File: src/rtl/stage_arb_pkg.sv
// Shared definitions for the staging-register arbiter and its round-robin picker.
package stage_arb_pkg;

  localparam int unsigned DEF_N_REQ = 4;
  localparam int unsigned DEF_DW    = 8;

  // Source-index width for n requesters; at least one bit.
  function automatic int unsigned sw_of(input int unsigned n);
    return (n < 2) ? 1 : $clog2(n);
  endfunction

  localparam int unsigned DEF_SW = sw_of(DEF_N_REQ);

  typedef logic [DEF_SW-1:0] src_idx_t;

  typedef enum logic {
    ST_EMPTY = 1'b0,
    ST_FULL  = 1'b1
  } arb_state_t;

endpackage

File: src/rtl/stage_reg_arbiter_rr_pick.sv
// Combinational rotate-priority picker: first set request after last_grant, wrapping.
module rr_pick #(
  parameter int unsigned N = 4,
  parameter int unsigned W = 2
) (
  input  logic [N-1:0] req,
  input  logic [W-1:0] last_grant,
  output logic [W-1:0] grant,
  output logic         any_valid
);

  logic [W-1:0] idx;

  // Scan from the farthest offset down so the nearest requester overrides.
  always_comb begin
    grant     = last_grant;
    any_valid = |req;
    idx       = '0;
    for (int k = N; k >= 1; k--) begin
      idx = last_grant + W'(k);
      if (req[idx]) grant = idx;
    end
  end

endmodule

File: src/rtl/stage_reg_arbiter.sv
// Round-robin arbiter feeding N_REQ byte producers into one staging register.
module stage_reg_arbiter
  import stage_arb_pkg::*;
#(
  parameter  int unsigned N_REQ = DEF_N_REQ,
  parameter  int unsigned DW    = DEF_DW,
  localparam int unsigned SW    = sw_of(N_REQ)
) (
  input  logic                clk,
  input  logic                rst_n,
  input  logic [N_REQ-1:0]    req_valid,
  input  logic [N_REQ*DW-1:0] req_data,
  output logic [N_REQ-1:0]    req_ready,
  output logic                out_valid,
  output logic [DW-1:0]       out_data,
  output logic [SW-1:0]       out_src,
  input  logic                out_ready
);

  arb_state_t    state_q, state_d;
  logic [SW-1:0] last_q, last_d;
  logic [SW-1:0] src_q, src_d;
  logic [DW-1:0] data_q, data_d;
  logic [SW-1:0] grant;
  logic          any_valid;
  logic          load_ok;
  logic          load;
  logic [DW-1:0] req_bytes [N_REQ];

  rr_pick #(
    .N (N_REQ),
    .W (SW)
  ) u_pick (
    .req        (req_valid),
    .last_grant (last_q),
    .grant      (grant),
    .any_valid  (any_valid)
  );

  always_comb begin
    for (int i = 0; i < N_REQ; i++) req_bytes[i] = req_data[i*DW +: DW];
  end

  // Next-state and handshake; rst_n gates req_ready so nothing is accepted in reset.
  always_comb begin
    state_d   = state_q;
    last_d    = last_q;
    data_d    = data_q;
    src_d     = src_q;
    req_ready = '0;
    load_ok   = rst_n && ((state_q == ST_EMPTY) || out_ready);
    load      = load_ok && any_valid;

    for (int i = 0; i < N_REQ; i++) req_ready[i] = load && (grant == SW'(i));

    case (state_q)
      ST_EMPTY: if (load) state_d = ST_FULL;
      ST_FULL:  if (!load && out_ready) state_d = ST_EMPTY;
      default:  state_d = ST_EMPTY;
    endcase

    if (load) begin
      data_d = req_bytes[grant];
      src_d  = grant;
      last_d = grant;
    end
  end

  always_ff @(posedge clk or negedge rst_n) begin
    if (!rst_n) begin
      state_q <= ST_EMPTY;
      last_q  <= SW'(N_REQ - 1);
      data_q  <= '0;
      src_q   <= '0;
    end else begin
      state_q <= state_d;
      last_q  <= last_d;
      data_q  <= data_d;
      src_q   <= src_d;
    end
  end

  assign out_valid = (state_q == ST_FULL);
  assign out_data  = data_q;
  assign out_src   = src_q;

endmodule

File: config.mk
export PLATFORM = sky130hd
export DESIGN_NAME = stage_reg_arbiter
export DESIGN_NICKNAME = d
export VERILOG_FILES = /design/src/rtl/stage_arb_pkg.sv /design/src/rtl/stage_reg_arbiter_rr_pick.sv /design/src/rtl/stage_reg_arbiter.sv
export SDC_FILE = /design/constraint.sdc
export NUM_CORES = 1
export LEC_CHECK = 0
export ABC_CLOCK_PERIOD_IN_PS = 1600
export CORE_MARGIN = 2
export CORE_UTILIZATION = 35
export CTS_CLUSTER_SIZE = 16
export DETAILED_ROUTE_END_ITERATION = 16
export PLACE_DENSITY = 0.86
export SYNTH_ARGS = -nofsm -noshare
export SYNTH_HDL_FRONTEND = slang
export SYNTH_SLANG_ARGS = --single-unit
export TNS_END_PERCENT = 5
File: constraint.sdc
create_clock -name clk -period 1.6 [get_ports clk]
set_input_delay 0.24 -clock clk [delete_from_list [all_inputs] [get_ports clk]]
set_output_delay 0.24 -clock clk [all_outputs]
set_load 0.05 [all_outputs]
==> run_results.csv <==
group,metric,value,unit
run_status,outcome,"finished, violations left",
run_status,violations,"setup timing",
pwr,seqPwrFrac,23.1,%
drt,postRouteAntennaNets,0,
yosys,syn_area_per_cell,9.92,um^2
sta,slew_violations,0,
final_layout,finalNetCount,213,
yosys,synthCells,99,
drt,wl_per_cell,15.7,um
grt,grt_pass1_vias,1172,
placed_design,hpwl,2450,um
grt,grt_pass1_wl,5240,um
critical_path,critPathArrivalTime,1.77,ns
yosys,synth_area,982,um^2
drt,route.detailed.drc,0,
drt,vias,1080,
clock_tree,cts.sinks,13,
drt,first_pass_iters,4,
critical_path,cp_top_family,"flip-flops",
critical_path,critPathKind,"flop to primary output",
sta,fin_crit,2.01,ns
min_path,hold_path.class,"primary input to asynchronous set/reset pin",
clock_tree,htreeDepth,1,
pwr,p_sw_share,47.3,%
pwr,p_switching,1.19,mW
die,num_rows,19,
grt,grt-ovfl-total,0,
final_layout,design_area,1830,um^2
sta,slew_headroom,74.4,%
die,dieArea,3250,um^2
critical_path,worst-path-max-fanout,5,
pwr,combinationalPowerShare,68.6,%
placed_design,port_buffers,53,
final_layout,areaGrowthSynthToFinish,86.4,%
placed_design,place_ws,-0.485,ns
pwr,power_frac_clock,8.2,%
placed_design,dp_cells,196,
pwr,p_int,1.32,mW
sta,setup_viol,13,
clock_tree,cts_tree,"yes",
sta,max_freq,0.496,GHz
grt,grt_usage,20.7,%
critical_path,crit_buf_inv,1,
yosys,post_synth_num_cell_types,30,
pwr,power_density,1370,nW/um^2
yosys,synthTopCellsByArea,"dfrtp_1, a221oi_2, mux2i_1, a211oi_1, and3_1",
yosys,synth-seq-cells,13,
yosys,synth_edf_count,0,
critical_path,critPathCaptureType,"primary output",
die,start_util,36.2,%
critical_path,slowest_delay,0.60,ns
clock_tree,clockBufferDepth,2,
final_layout,stdcell_count,204,
die,pin_count,54,
clock_tree,path_clk_slew,0.08,ns
pwr,ir_worst_vdd,0.00127,V
yosys,yosysSeqAreaShare,33.4,%
job,maxCapViolations,0,
drt,vias_per_cell,5.29,
grt,antenna_found_initial,0,
yosys,synth_fp_nets,138,
critical_path,worstPathCellList,"mux2i_2 > a21oi_4 > nand2_2 > and3b_2 > buf_12",
critical_path,required,1.36,ns
yosys,async_flop_share,100,%
final_layout,final_common_cell,"clkdlybuf4s50_1",
clock_tree,clk-insertion-delay-late,0.28,ns
final_layout,layout-drive-gt1-share,43.9,%
drt,wl,3210,um
sta,worst_pin_slew,0.382,ns
sta,period_share,126,%
critical_path,start_kind,"flop",
final_layout,fill_cells,200,
yosys,synth_top_area_cell,"dfrtp_1",
sta,final.setup.worst_slack,-0.414,ns
yosys,yosysWarnings,0,
die,die_x,57.0,um
sta,hold_viol_final,0,
pwr,p_leak,0.800,nW
final_layout,mostFrequentLayoutCells,"clkdlybuf4s50_1, buf_4, nor2_1, dfrtp_1",
grt,grt_max_degree,17,
die,die_h,57.0,um
die,core_area,2710,um^2
final_layout,antennaDiodeCount,0,
yosys,synth_top_area_share,28.0,%
clock_tree,cts-hold-fix-buffers,0,
critical_path,cpMaxStageDelayCell,"dfstp_2",
placed_design,place_congestion,0.778,
clock_tree,cts_made_buffers,3,
clock_tree,clockRootBuffer,"clkbuf_4",
sta,grt_setup_unrepaired,"true",
placed_design,placed_cell_area,1720,um^2
yosys,yosys_most_used_dff,"dfrtp_1",
drt,drtIter0Drc,33,
sta,fin_skew,0.00401,ns
==> power groups by stage <==
stage | Combinational, mW | Clock (mW) | Sequential, mW
floorplan | 0.649 | 0 | 0.963
global placement | 1.57 | 0 | 0.571
detailed placement | 1.61 | 0 | 0.574
CTS | 1.70 | 0.206 | 0.576
global route | 1.81 | 0.224 | 0.592
finish | 1.72 | 0.206 | 0.581
==> state kept, by name (all words and copies together), names as in the netlist <==
| register | count |
|---|---|
| last_q | 2 |
| out_data | 8 |
| out_src | 2 |
| out_valid | 1 |
==> final timing paths <==
kind	startpoint	to	slack, ns	cells after the start
worst max-delay path	last_q[1]	req_ready[2]	-0.41	5
worst min register to register	out_src[1]	out_src[1]	0.51	2
worst min-delay path	rst_n	out_data[2]	0.33	2
min in group clk	out_src[1]	out_src[1]	0.51	2
worst max register to register	last_q[1]	out_data[4]	-0.25	7
max in group asynchronous	rst_n	last_q[0]	1.03	2
==> per-stage QoR <==
stage / hold slack (ns) / util, % / setup TNS, ns / power [mW]
global placement: 0.483 / 63.3 / -5.68 / 2.14
floorplan: -0.0556 / - / -1.13 / 1.61
detailed placement: 0.495 / 63.3 / -6.43 / 2.19
finish: 0.329 / 67.5 / -3.37 / 2.51
CTS: 0.335 / 66.9 / -3.47 / 2.49
global route: 0.344 / 67.5 / -4.38 / 2.63
==> logic make-up (layout without fill, tap and decap cells) <==
group / Yosys count / in the layout / synth area share [%]
flops: 13 / 13 / 33.4
mux: 9 / 9 / 9.17
buf+inv: 8 / 82 / 4.71
compound gates: 28 / 28 / 28.7
simple gates: 41 / 41 / 24.1
==> synthesized netlist by cell type, types with 3 or more instances <==
cell and instances:
inv_1 3, and3_1 9, nor2_1 13, a211oi_1 8, mux2i_1 9, a221oi_2 8
dfrtp_1 11, and2b_1 6, o21ai_0 3, nor2b_1 3
==> layer usage <==
layer	vias up	track usage, %	share of wire [%]
met1	503	25.2	41
met4	0	9.63	2.6
li1	515	-	-
met2	51	35.0	49
met5	-	0	0
met3	11	4.54	6.9
==> layout make-up <==
cell class,count,area (um^2),share of cell area [%]
well taps,31,38.8,2.12
multi-input cells,78,709,38.8
repair buffers,75,717,39.2
inverters,3,11.3,0.615
flip-flops and latches,13,328,17.9
clock buffers,4,26.3,1.44
==> repair_timing <==
| action | 4_1_cts | 5_1_grt |
|---|---|---|
| setup buffers | 3 | 1 |
| gates resized for setup | 14 | 3 |
| setup endpoints to repair | 14 | 15 |
| pin swaps | 4 | 2 |
Note: power is estimated with default switching activity, not from simulation.
